**src/rtl/sdram_burst_streamer_if.sv**
```systemverilog
// ============================================================================
// Module      : sdram_burst_streamer_if
// Description : Bus bundle between the burst streamer (master side) and the
//               SDRAM controller, scan-out requester and per-channel FIFOs.
// Revision    : 1.0 - initial release
// ============================================================================
`default_nettype none

interface sdram_burst_streamer_if #(
  parameter int NUM_CH = 2,
  parameter int CH_W   = 3
);
  logic              i_SDRAM_Requested;
  logic              o_SDRAM_Yield;
  logic [1:0]        o_Command;
  logic [21:0]       o_Data_Address;
  logic              i_Data_Read_Valid;
  logic              i_Data_Write_Done;
  logic [NUM_CH-1:0] i_Rd_Ready;
  logic [NUM_CH-1:0] o_Rd_Wrreq;
  logic [NUM_CH-1:0] i_Wr_Ready;
  logic [NUM_CH-1:0] o_Wr_Rdreq;
  logic [CH_W-1:0]   o_Wr_Sel;
  logic              i_Restart;
  logic [NUM_CH-1:0] o_Wrap;

  // Streamer side
  modport master (
    input  i_SDRAM_Requested, i_Data_Read_Valid, i_Data_Write_Done,
    input  i_Rd_Ready, i_Wr_Ready, i_Restart,
    output o_SDRAM_Yield, o_Command, o_Data_Address, o_Rd_Wrreq,
    output o_Wr_Rdreq, o_Wr_Sel, o_Wrap
  );

  // Controller / FIFO side
  modport slave (
    output i_SDRAM_Requested, i_Data_Read_Valid, i_Data_Write_Done,
    output i_Rd_Ready, i_Wr_Ready, i_Restart,
    input  o_SDRAM_Yield, o_Command, o_Data_Address, o_Rd_Wrreq,
    input  o_Wr_Rdreq, o_Wr_Sel, o_Wrap
  );
endinterface

`default_nettype wire

```
**src/rtl/sdram_burst_streamer.sv**
```systemverilog
// ============================================================================
// Module      : sdram_burst_streamer
// Description : Multi-channel SDRAM burst sequencer. Each channel reads one
//               burst from its linear region into its readout FIFO, then
//               writes the same burst back in place from its writeback FIFO.
//               Channels are served round-robin; the bus is yielded to the
//               scan-out requester whenever the sequencer is idle.
// Revision    : 1.0 - initial release
// ============================================================================
`default_nettype none

module sdram_burst_streamer #(
  parameter int                   NUM_CH   = 2,
  parameter int                   CH_W     = 3,
  parameter logic [NUM_CH*22-1:0] CH_BASE  = {22'h20000, 22'h00000},
  parameter logic [NUM_CH*22-1:0] CH_WORDS = {22'd1536000, 22'd96000},
  parameter logic [NUM_CH*8-1:0]  CH_BURST = {8'd128, 8'd8}
) (
  input  logic                  i_Clk,
  input  logic                  i_Rst_n,
  sdram_burst_streamer_if.master bus
);

  // SDRAM controller command encoding
  localparam logic [1:0] c_CMD_IDLE  = 2'd0;
  localparam logic [1:0] c_CMD_READ  = 2'd1;
  localparam logic [1:0] c_CMD_WRITE = 2'd2;

  typedef enum logic [1:0] {
    S_IDLE  = 2'd0,
    S_READ  = 2'd1,
    S_WRITE = 2'd2
  } state_t;

  // --------------------------------------------------------------------------
  // Elaboration-time parameter checks
  // --------------------------------------------------------------------------
  if (NUM_CH < 1 || NUM_CH > 8) begin : g_err_num_ch
    $fatal(1, "sdram_burst_streamer: NUM_CH must be 1..8");
  end
  if (CH_W < 1 || (1 << CH_W) < NUM_CH) begin : g_err_ch_w
    $fatal(1, "sdram_burst_streamer: CH_W too narrow for NUM_CH");
  end

  // Per-channel constants unpacked from the packed parameter vectors
  logic [21:0] w_base  [NUM_CH];
  logic [21:0] w_end   [NUM_CH];
  logic [7:0]  w_burst [NUM_CH];

  for (genvar g = 0; g < NUM_CH; g++) begin : g_ch
    if (CH_BURST[g*8 +: 8] == 8'd0) begin : g_err_burst
      $fatal(1, "sdram_burst_streamer: burst length must be 1..255");
    end
    if (CH_WORDS[g*22 +: 22] == 22'd0 ||
        (CH_WORDS[g*22 +: 22] % {14'd0, CH_BURST[g*8 +: 8]}) != 22'd0) begin : g_err_words
      $fatal(1, "sdram_burst_streamer: region length must be a nonzero multiple of burst");
    end
    assign w_base[g]  = CH_BASE[g*22 +: 22];
    assign w_burst[g] = CH_BURST[g*8 +: 8];
    assign w_end[g]   = CH_BASE[g*22 +: 22] + CH_WORDS[g*22 +: 22];
  end

  // --------------------------------------------------------------------------
  // State
  // --------------------------------------------------------------------------
  state_t            r_state;
  state_t            w_state_nxt;
  logic [CH_W-1:0]   r_act;
  logic [CH_W-1:0]   r_rr_last;
  logic [21:0]       r_addr;
  logic [7:0]        r_cnt;
  logic [21:0]       r_ptr [NUM_CH];
  logic [NUM_CH-1:0] r_pend;
  logic [NUM_CH-1:0] r_wrap;

  logic [NUM_CH-1:0] w_wr_elig;
  logic [NUM_CH-1:0] w_rd_elig;
  logic              w_grant_valid;
  logic              w_grant_wr;
  logic [CH_W-1:0]   w_grant_ch;
  logic [21:0]       w_grant_addr;
  logic [7:0]        w_grant_cnt;
  logic              w_grant_take;
  logic              w_restart_take;

  logic [21:0]       w_act_ptr;
  logic [21:0]       w_act_end;
  logic [7:0]        w_act_burst;
  logic [21:0]       w_ptr_adv;
  logic              w_wraps;
  logic              w_beat;
  logic              w_last;

  // A channel alternates: write-back once its read burst is pending, else read
  assign w_wr_elig = r_pend & bus.i_Wr_Ready;
  assign w_rd_elig = ~r_pend & bus.i_Rd_Ready;

  // Round-robin scan starting just after the last served channel
  always_comb begin
    w_grant_valid = 1'b0;
    w_grant_wr    = 1'b0;
    w_grant_ch    = '0;
    w_grant_addr  = '0;
    w_grant_cnt   = '0;
    for (int k = 1; k <= NUM_CH; k++) begin
      for (int c = 0; c < NUM_CH; c++) begin
        if (!w_grant_valid && (c == ((int'(r_rr_last) + k) % NUM_CH)) &&
            (w_wr_elig[c] || w_rd_elig[c])) begin
          w_grant_valid = 1'b1;
          w_grant_wr    = w_wr_elig[c];
          w_grant_ch    = CH_W'(c);
          w_grant_addr  = r_ptr[c];
          w_grant_cnt   = w_burst[c] - 8'd1;
        end
      end
    end
  end

  // Restart only acts in IDLE; a grant needs the bus unrequested and no restart
  assign w_restart_take = (r_state == S_IDLE) && bus.i_Restart;
  assign w_grant_take   = (r_state == S_IDLE) && !bus.i_SDRAM_Requested &&
                          !bus.i_Restart && w_grant_valid;

  // Region bookkeeping values for the channel currently holding the bus
  always_comb begin
    w_act_ptr   = '0;
    w_act_end   = '0;
    w_act_burst = '0;
    for (int c = 0; c < NUM_CH; c++) begin
      if (r_act == CH_W'(c)) begin
        w_act_ptr   = r_ptr[c];
        w_act_end   = w_end[c];
        w_act_burst = w_burst[c];
      end
    end
  end

  assign w_ptr_adv = w_act_ptr + {14'd0, w_act_burst};
  assign w_wraps   = (w_ptr_adv == w_act_end);
  assign w_beat    = ((r_state == S_READ)  && bus.i_Data_Read_Valid) ||
                     ((r_state == S_WRITE) && bus.i_Data_Write_Done);
  assign w_last    = w_beat && (r_cnt == 8'd0);

  // State register
  always_ff @(posedge i_Clk or negedge i_Rst_n) begin
    if (!i_Rst_n) r_state <= S_IDLE;
    else          r_state <= w_state_nxt;
  end

  // Next state plus the combinational command and per-beat FIFO strobes
  always_comb begin
    w_state_nxt           = r_state;
    bus.o_Command         = c_CMD_IDLE;
    bus.o_Rd_Wrreq        = '0;
    bus.o_Wr_Rdreq        = '0;
    bus.o_Wr_Sel          = '0;
    bus.o_SDRAM_Yield     = 1'b0;
    unique case (r_state)
      S_IDLE: begin
        bus.o_SDRAM_Yield = bus.i_SDRAM_Requested;
        if (w_grant_take) w_state_nxt = w_grant_wr ? S_WRITE : S_READ;
      end
      S_READ: begin
        bus.o_Command = c_CMD_READ;
        for (int c = 0; c < NUM_CH; c++) begin
          bus.o_Rd_Wrreq[c] = bus.i_Data_Read_Valid && (r_act == CH_W'(c));
        end
        if (w_last) w_state_nxt = S_IDLE;
      end
      S_WRITE: begin
        bus.o_Command  = c_CMD_WRITE;
        bus.o_Wr_Sel   = r_act;
        for (int c = 0; c < NUM_CH; c++) begin
          bus.o_Wr_Rdreq[c] = bus.i_Data_Write_Done && (r_act == CH_W'(c));
        end
        if (w_last) w_state_nxt = S_IDLE;
      end
      default: w_state_nxt = S_IDLE;
    endcase
  end

  // Burst address/counter: load on grant, step on every accepted beat
  always_ff @(posedge i_Clk or negedge i_Rst_n) begin
    if (!i_Rst_n) begin
      r_act     <= '0;
      r_rr_last <= CH_W'(NUM_CH - 1);
      r_addr    <= '0;
      r_cnt     <= '0;
    end else if (w_grant_take) begin
      r_act     <= w_grant_ch;
      r_rr_last <= w_grant_ch;
      r_addr    <= w_grant_addr;
      r_cnt     <= w_grant_cnt;
    end else if (w_beat) begin
      r_addr    <= r_addr + 22'd1;
      r_cnt     <= r_cnt - 8'd1;
    end
  end

  // Per-channel region pointer, pending-writeback flag and wrap pulse
  always_ff @(posedge i_Clk or negedge i_Rst_n) begin
    if (!i_Rst_n) begin
      for (int c = 0; c < NUM_CH; c++) r_ptr[c] <= w_base[c];
      r_pend <= '0;
      r_wrap <= '0;
    end else begin
      r_wrap <= '0;
      if (w_restart_take) begin
        for (int c = 0; c < NUM_CH; c++) r_ptr[c] <= w_base[c];
        r_pend <= '0;
      end else if (w_last) begin
        for (int c = 0; c < NUM_CH; c++) begin
          if (r_act == CH_W'(c)) begin
            if (r_state == S_READ) begin
              r_pend[c] <= 1'b1;
            end else begin
              // Write-back completes the burst; advance or rewind the region
              r_pend[c] <= 1'b0;
              if (w_wraps) begin
                r_ptr[c]  <= w_base[c];
                r_wrap[c] <= 1'b1;
              end else begin
                r_ptr[c]  <= w_ptr_adv;
              end
            end
          end
        end
      end
    end
  end

  assign bus.o_Data_Address = r_addr;
  assign bus.o_Wrap         = r_wrap;

endmodule

`default_nettype wire

```
**src/flat_wrapper.sv**
```systemverilog
// flat-port wrapper written by rule: the top's interface ports become plain ports
module sdram_burst_streamer_flat 
#(
  parameter int                   NUM_CH   = 2,
  parameter int                   CH_W     = 3,
  parameter logic [NUM_CH*22-1:0] CH_BASE  = {22'h20000, 22'h00000},
  parameter logic [NUM_CH*22-1:0] CH_WORDS = {22'd1536000, 22'd96000},
  parameter logic [NUM_CH*8-1:0]  CH_BURST = {8'd128, 8'd8}
)
  (i_Clk, i_Rst_n, bus_i_SDRAM_Requested, bus_i_Data_Read_Valid, bus_i_Data_Write_Done, bus_i_Rd_Ready, bus_i_Wr_Ready, bus_i_Restart, bus_o_SDRAM_Yield, bus_o_Command, bus_o_Data_Address, bus_o_Rd_Wrreq, bus_o_Wr_Rdreq, bus_o_Wr_Sel, bus_o_Wrap);
  sdram_burst_streamer_if #(.NUM_CH(NUM_CH), .CH_W(CH_W)) bus_i ();
  input  logic i_Clk;
  input  logic i_Rst_n;
  input wire logic [$bits(bus_i.i_SDRAM_Requested)-1:0] bus_i_SDRAM_Requested;
  input wire logic [$bits(bus_i.i_Data_Read_Valid)-1:0] bus_i_Data_Read_Valid;
  input wire logic [$bits(bus_i.i_Data_Write_Done)-1:0] bus_i_Data_Write_Done;
  input wire logic [$bits(bus_i.i_Rd_Ready)-1:0] bus_i_Rd_Ready;
  input wire logic [$bits(bus_i.i_Wr_Ready)-1:0] bus_i_Wr_Ready;
  input wire logic [$bits(bus_i.i_Restart)-1:0] bus_i_Restart;
  output wire logic [$bits(bus_i.o_SDRAM_Yield)-1:0] bus_o_SDRAM_Yield;
  output wire logic [$bits(bus_i.o_Command)-1:0] bus_o_Command;
  output wire logic [$bits(bus_i.o_Data_Address)-1:0] bus_o_Data_Address;
  output wire logic [$bits(bus_i.o_Rd_Wrreq)-1:0] bus_o_Rd_Wrreq;
  output wire logic [$bits(bus_i.o_Wr_Rdreq)-1:0] bus_o_Wr_Rdreq;
  output wire logic [$bits(bus_i.o_Wr_Sel)-1:0] bus_o_Wr_Sel;
  output wire logic [$bits(bus_i.o_Wrap)-1:0] bus_o_Wrap;
  assign bus_i.i_SDRAM_Requested = bus_i_SDRAM_Requested;
  assign bus_i.i_Data_Read_Valid = bus_i_Data_Read_Valid;
  assign bus_i.i_Data_Write_Done = bus_i_Data_Write_Done;
  assign bus_i.i_Rd_Ready = bus_i_Rd_Ready;
  assign bus_i.i_Wr_Ready = bus_i_Wr_Ready;
  assign bus_i.i_Restart = bus_i_Restart;
  assign bus_o_SDRAM_Yield = bus_i.o_SDRAM_Yield;
  assign bus_o_Command = bus_i.o_Command;
  assign bus_o_Data_Address = bus_i.o_Data_Address;
  assign bus_o_Rd_Wrreq = bus_i.o_Rd_Wrreq;
  assign bus_o_Wr_Rdreq = bus_i.o_Wr_Rdreq;
  assign bus_o_Wr_Sel = bus_i.o_Wr_Sel;
  assign bus_o_Wrap = bus_i.o_Wrap;
  sdram_burst_streamer #(.NUM_CH(NUM_CH), .CH_W(CH_W), .CH_BASE(CH_BASE), .CH_WORDS(CH_WORDS), .CH_BURST(CH_BURST)) u_core (.i_Clk(i_Clk), .i_Rst_n(i_Rst_n), .bus(bus_i));
endmodule
```
**config.mk**
```make
export PLATFORM = sky130hd
export DESIGN_NAME = sdram_burst_streamer_flat
export DESIGN_NICKNAME = d
export VERILOG_FILES = /design/src/rtl/sdram_burst_streamer_if.sv /design/src/rtl/sdram_burst_streamer.sv /design/src/flat_wrapper.sv
export SDC_FILE = /design/constraint.sdc
export NUM_CORES = 1
export LEC_CHECK = 0
export BUFFER_PORTS_ARGS = -buffer_cell sky130_fd_sc_hd__buf_2
export CAP_MARGIN = 0
export CELL_PAD_IN_SITES_DETAIL_PLACEMENT = 1
export CELL_PAD_IN_SITES_GLOBAL_PLACEMENT = 2
export CORE_MARGIN = 2
export CORE_UTILIZATION = 39
export CTS_BUF_LIST = sky130_fd_sc_hd__clkbuf_4
export DETAILED_ROUTE_END_ITERATION = 8
export GPL_ROUTABILITY_DRIVEN = 1
export PLACE_DENSITY_LB_ADDON = 0.1
export SLEW_MARGIN = 20
export SYNTH_ARGS = -nofsm -noshare
export SYNTH_HDL_FRONTEND = slang
export SYNTH_SLANG_ARGS = --single-unit
```
**constraint.sdc**
```tcl
create_clock -name i_Clk -period 5.59 [get_ports i_Clk]
set_clock_uncertainty 0.05 [all_clocks]
set_input_delay 1.3975 -clock i_Clk [delete_from_list [all_inputs] [get_ports i_Clk]]
set_output_delay 1.3975 -clock i_Clk [all_outputs]
set_load 0.01 [all_outputs]
```
---- Yosys cells after proc, flatten, opt, wreduce, memory -nomap -nowiden ----
Cells that the tools add are included.
storage, ports and cells
  bits in registers ....................... 84
  input port bits ......................... 10
  output and inout port bits .............. 34
cells by class
  add/subtract/negate cells ............... 5
  eq/ne operators ......................... 9
  mux-type cells .......................... 57
  bitwise gates (word level) .............. 5
  reduce and logical (&&, ||, !) cells .... 41
operators with widths
  cell                                                                 number
  22-bit 2-to-1 mux                                                    14
  44-bit 2-to-1 mux                                                    2
  32-bit logical NOT                                                   2
  8-bit 2-to-1 mux                                                     6
  22-bit by 1-bit adder with 22-bit output (second input constant)     1
  22-bit by 8-bit adder with 22-bit output                             1
  22-bit by 21-bit equality test with 1-bit output                     1
  21-bit 2-to-1 mux                                                    1
  1-bit logical AND                                                    18
  2-bit 2-to-1 mux                                                     9
  1-bit 2-to-1 mux                                                     17
  17-bit 2-to-1 mux                                                    1
  3-bit 2-to-1 mux                                                     4
  8-bit logical NOT                                                    1
  2-bit one-hot mux with 2 select lines                                2
  2-bit nonzero test                                                   4
  8-bit by 1-bit subtractor with 8-bit output (second input constant)  1
  2-bit by 1-bit != test with 1-bit output (second input constant)     3
  2-bit AND reduction                                                  3
  3-bit AND reduction                                                  2
  1-bit logical NOT                                                    5
  2-bit AND                                                            2
  2-bit equality test (first input constant)                           2
  4-bit 2-to-1 mux                                                     1
  other kinds (10)                                                     14

---- Longest topological paths before layout ----
  word-level depth ........................ 20
  depth in mapped cells ................... 17
  gate-level depth less buffers ........... 9

---- Worst setup path before layout ----
OpenSTA, ideal clock, no wires.
  path kind ............................... flip-flop to flip-flop
  from .................................... register u_core.r_act[0]
  to ...................................... register u_core.r_ptr[16] (netlist bit)
  setup time .............................. 127 ps
  arrival ................................. 3972 ps
  data required time ...................... 5413 ps
  setup slack ............................. 1442 ps
  stages on the path, launching flop included .. 17
  buffers on the path ..................... 8
  period minus slack after synthesis ...... 4148 ps
  cells stage by stage .................... dfrtp_1 > buf_6 > buf_4 > buf_6 > buf_2 > buf_1 > clkbuf_1 > mux2_2 > ha_1 > clkbuf_1 > o2111a_2 > or3_4 > a2111oi_2 > o2111ai_1 > nor4_4 > buf_4 > o21ai_0
between the ends
  longest elaborated chain between the ends .. 10
  elaborated cells on any way between the ends .. 17
  those cells by class .................... add/sub: 1; eq/ne: 2; mux: 11; reduce/logical: 3
RTL lines
  element                                                line                         text
  start, declared                                        sdram_burst_streamer.sv:68   logic [CH_W-1:0] r_act;
  start signal, assigned                                 sdram_burst_streamer.sv:190  r_act <= w_grant_ch;
  3-bit logical NOT                                      sdram_burst_streamer.sv:130  if (r_act == CH_W'(c)) begin
  22-bit 2-to-1 mux or 4-bit 2-to-1 mux (tied branches)  sdram_burst_streamer.sv:130
  22-bit 2-to-1 mux or 8-bit 2-to-1 mux (tied branches)  sdram_burst_streamer.sv:130
  22-bit by 8-bit adder with 22-bit output               sdram_burst_streamer.sv:138  assign w_ptr_adv = w_act_ptr + {14'd0, w_act_burst};
  22-bit by 21-bit equality test with 1-bit output       sdram_burst_streamer.sv:139  assign w_wraps = (w_ptr_adv == w_act_end);
  22-bit 2-to-1 mux                                      sdram_burst_streamer.sv:219  if (w_wraps) begin
  22-bit 2-to-1 mux                                      sdram_burst_streamer.sv:214  if (r_state == S_READ) begin
  22-bit 2-to-1 mux                                      sdram_burst_streamer.sv:213  if (r_act == CH_W'(c)) begin
  44-bit 2-to-1 mux                                      sdram_burst_streamer.sv:211  end else if (w_last) begin
  44-bit 2-to-1 mux                                      sdram_burst_streamer.sv:208  if (w_restart_take) begin
  end signal, assigned by index                          sdram_burst_streamer.sv:220  r_ptr[c] <= w_base[c];
  end signal, assigned by index                          sdram_burst_streamer.sv:223  r_ptr[c] <= w_ptr_adv;
  end, declared                                          sdram_burst_streamer.sv:72   logic [21:0] r_ptr [NUM_CH];
Several ways; a longest one is shown, not always the timed one. The select of a mux whose other input is x is not followed.
A chain may end at the register's enable or synchronous reset.

---- Worst setup path in the final report ----
  from .................................... register u_core.r_act[0]
  to ...................................... register u_core.r_ptr[30] (netlist bit)
between the ends
  longest elaborated chain between the ends .. 10
  elaborated cells on any way between the ends .. 17
  those cells by class .................... add/sub: 1; eq/ne: 2; mux: 11; reduce/logical: 3
RTL lines
  element                                                line
  3-bit logical NOT                                      sdram_burst_streamer.sv:130, sdram_burst_streamer.sv:213
  22-bit 2-to-1 mux or 4-bit 2-to-1 mux (tied branches)  sdram_burst_streamer.sv:130
  22-bit 2-to-1 mux or 8-bit 2-to-1 mux (tied branches)  sdram_burst_streamer.sv:130
  22-bit by 8-bit adder with 22-bit output               sdram_burst_streamer.sv:138
  22-bit by 21-bit equality test with 1-bit output       sdram_burst_streamer.sv:139
  22-bit 2-to-1 mux                                      sdram_burst_streamer.sv:219
  22-bit 2-to-1 mux                                      sdram_burst_streamer.sv:214
  22-bit 2-to-1 mux                                      sdram_burst_streamer.sv:213
  44-bit 2-to-1 mux                                      sdram_burst_streamer.sv:211
  44-bit 2-to-1 mux                                      sdram_burst_streamer.sv:208
Several ways; a longest one is shown, not always the timed one. The select of a mux whose other input is x is not followed.

==> summary.log <==
[setup_path] crit path max-delay cell type nor4_4
[final_layout] number of diodes 0
[pwr] leakage 0.00233 uW
[floorplanning] IO Pins 44
[place] Detailed Place HPWL 12.1 mm
[synth] post-synthesis sequential element count 82
[floorplanning] effective utilization at floorplan 39.7%
[synth] number of enable flip-flop cells after synthesis 0
[routing] uppermost signal routing layer after detailed routing met4
[sta] final critical delay including setup and external delays 3.77 ns
[cts] clock tree from TritonCTS built
[sta] unrepaired setup endpoints after global routing false
[floorplanning] Std-Cell Rows 42
[synth] share of the synthesized area in the top cell type 38.3%
[routing] via count normalized by instance count 5.96
[synth] library cell with the largest summed area after synthesis dfrtp_1
[sta] aggregate negative setup slack 0 ns
[sta] period utilization 67.5%
[routing] Met2 Routed Length 7.98 mm
[sta] slew at the pin closest to its max-slew limit 1.00 ns
[synth] most used flip-flop cell after synthesis dfrtp_1
[status] outcome finished, final reports clean
[cts] maximum buffer depth of the clock tree 2
[cts] number of cells upsized or downsized after cts 0
[floorplanning] vertical die dimension 120 um
[routing] first-iteration detailed-routing DRC count 316
[cts] clock latency on the worst-skew pair 0.47 ns
[setup_path] arrival time of data at the critical path endpoint 4.04 ns
[routing] number of DRC violations after detailed routing 0
[routing] final routed wire length divided by cell count 21.4 um
[routing] Post-Route M1 WL 7.95 mm
[global_route] aggregate global-route resource usage 24.5%
[cts] H-Tree Level Count 3
[floorplanning] x dimension of the die 120 um
[sta] worst slew margin relative to its limit 33.2%
[sta] Max Slew Vio Count 0
[synth] Synth Warn # 0
[routing] Vias 4720
[cts] number of buffers inserted for hold repair after clock tree synthesis 0
[pwr] power per cell area 404 nW/um^2
[setup_path] Crit path required time 5.86 ns
[global_route] number of antenna violations at the first check in global routing 0
[synth] number of instances in the synthesized netlist 587
[global_route] remaining global-route overflow 0
[final_layout] fraction of final layout cells with drive strength greater than 1 15.9%
[place] number of port buffers 41
[setup_path] critical path launch point type flop
[cts] TritonCTS sink count 82
[place] placer congestion estimate 0.825
[pwr] switching component of the power 1070 uW
[place] Post-Place Setup Slack 1.75 ns
[global_route] vias in the first global route 4805
[sta] final number of setup-violating endpoints 0
[setup_path] critical-path cell list mux2_2 > ha_1 > o2111a_2 > or3_4 > a2111oi_2 > o2111ai_1 > nor4_4 > o21ai_0
[cts] clock slew at reported path FFs 0.16 ns
[cts] clock root buffer clkbuf_4
[routing] Total Routed Length 16.9 mm
[routing] count of nets left with antenna violations after detail routing 0
[synth] proportion of synthesized chip area in sequential cells 39.3%
[pwr] power share of the sequential group 39.6%
[pwr] proportion of total power due to net switching 46.4%
[final_layout] number of filler cells placed in the layout 1604
[final_layout] area grow syn2layout 8.96%
[cts] post-CTS setup buffer count 0
[pwr] highest ir drop seen on vdd 0.000202 V
[pwr] portion of total power attributed to the clock network 16.2%
[synth] number of unique standard cell types used by synthesis 71
[synth] synth top area cells dfrtp_1, nand2_1, o21ai_0, mux2_2, xnor2_1
[setup_path] worst stage delay on the critical path 0.67 ns
[floorplanning] Die ar. 14400 um^2
[setup_path] start-to-end type of the worst setup path reg2reg
[sta] Final Hold Fails 0
[setup_path] Crit. End Element flop
[pwr] Comb pwr share 44.3%
[sta] post-route worst setup slack 1.82 ns
[synth] synthesized area divided by synthesized cell count 8.92 um^2
[synth] mapped cell area 5230 um^2
[cts] TritonCTS buffer count 9
[final_layout] total number of nets in the final design 627
[synth] post-synthesis async set-or-reset flop share 100%
[hold_path] type of the tightest min-delay check reg2reg
[setup_path] largest fanout on the critical path 18
[pwr] internal portion of total power 1240 uW
[floorplanning] core area 13200 um^2
[sta] maximum achievable frequency 265 MHz
[global_route] pin count of the biggest net entering global routing 83
[routing] detailed-routing iteration count for the pre-antenna-repair pass 4
[routing] met3 routed wirelength 758 um
[global_route] wire length of the first global-routing pass 27.1 mm
[run] number of max-capacitance violations reported 0
[registers in the layout, indices dropped and copies added (netlist names)]
register / cells
u_core.bus.o_Data_Address: 22
u_core.bus.o_Wrap: 2
u_core.r_act: 1
u_core.r_cnt: 8
u_core.r_pend: 2
u_core.r_ptr: 44
u_core.r_rr_last: 1
u_core.r_state: 2
[synth_stat cells, types with 14 or more instances]
master    number
a221oi_1      14
clkbuf_1      27
nor2_1        36
nand3_1       15
and2_1        16
nand2_1       74
mux2_2        15
dfrtp_1       80
o21ai_0       44
xnor2_1       17
a21oi_1       28
[cell families (layout without fill, tap and decap cells)]
group	after synthesis	count (layout)	share of synthesized area (%)
muxes	25	25	5.14
DFF	82	82	39.3
and+or+nand+nor	226	226	22.8
AOI/OAI and AO/OA	168	168	22.2
other	1	2	0.0717
adders and majority gates	6	6	1.43
xor gates and xnor gates	30	30	5.02
buffers and inverters	49	77	4.14
[per-layer routing]
metal	track usage, %	up-vias
met5	0	-
met2	38.8	90
met4	7.13	0
met1	35.2	2395
li1	-	2222
met3	3.14	13
[worst max-delay path: cells and delay by family (launching register included)]
| kind | cells | cell delay (ns) |
|---|---|---|
| AO/OA/AOI/OAI | 4 | 1.18 |
| adder cells (fa/ha/maj) | 1 | 0.32 |
| flip-flops | 1 | 0.60 |
| multiplexers | 1 | 0.38 |
| AND/OR/NAND/NOR | 2 | 1.07 |
[cell type report]
type | instances | area (um^2) | share of cell area [%]
multi-input combinational | 457 | 2970 | 52.1
sequential | 82 | 2060 | 36.0
timing repair buffer | 49 | 272 | 4.76
tap | 176 | 220 | 3.86
clock inverter | 7 | 70.1 | 1.23
clock buffer | 9 | 67.6 | 1.18
inverter | 12 | 45.0 | 0.790
[path summary, 6_finish.rpt]
check | start | endpoint | slack (ns) | depth (start not counted)
hold reg to reg | u_core.r_rr_last[0] | u_core.r_rr_last[0] | 0.46 | 2
min in group asynchronous | i_Rst_n | u_core.bus.o_Data_Address[7] | 0.92 | 1
max in group asynchronous | i_Rst_n | u_core.r_ptr[21] | 4.02 | 1
hold / removal | u_core.r_rr_last[0] | u_core.r_rr_last[0] | 0.46 | 2
setup / recovery | u_core.r_act[0] | u_core.r_ptr[30] | 1.82 | 8
setup reg to reg | u_core.r_act[0] | u_core.r_ptr[30] | 1.82 | 8
[cell usage in the layout (no fill, tap or decap), drive strengths merged, types with 8 or more instances in the layout]
master / netlist / layout
mux2i: 10 / 10
mux2: 15 / 15
xnor2: 17 / 17
nand3: 15 / 15
a31oi: 12 / 12
nand2: 74 / 74
buf: 10 / 49
nor2: 36 / 36
o21ai: 45 / 45
nor3: 10 / 10
o31ai: 13 / 13
xor2: 13 / 13
and2: 16 / 16
a21oi: 28 / 28
inv: 12 / 12
nand4: 13 / 13
nor4: 8 / 8
a221oi: 15 / 15
dfrtp: 80 / 80
clkbuf: 27 / 9
[metrics by stage]
step / power (uW) / instances / area, um^2 / hold slack, ns / util [%]
after global placement: 1920 / 776 / 5560 / 0.421 / 42.1
after CTS: 2330 / 792 / 5700 / 0.458 / 43.2
after detailed placement: 1950 / 776 / 5560 / 0.436 / 42.1
final: 2300 / 792 / 5700 / 0.458 / 43.2
after global routing: 2460 / 792 / 5700 / 0.473 / 43.2
after floorplan: 1580 / 588 / 5240 / 0.408 / -
[power by group through the flow]
stage | combinational, uW | clock, uW | sequential, uW
CTS | 1030 | 388 | 910
detailed placement | 1020 | 0 | 923
finish | 1020 | 372 | 912
global placement | 1000 | 0 | 914
global route | 1120 | 404 | 936
floorplan | 705 | 0 | 877
(Power assumes the default switching activity.)
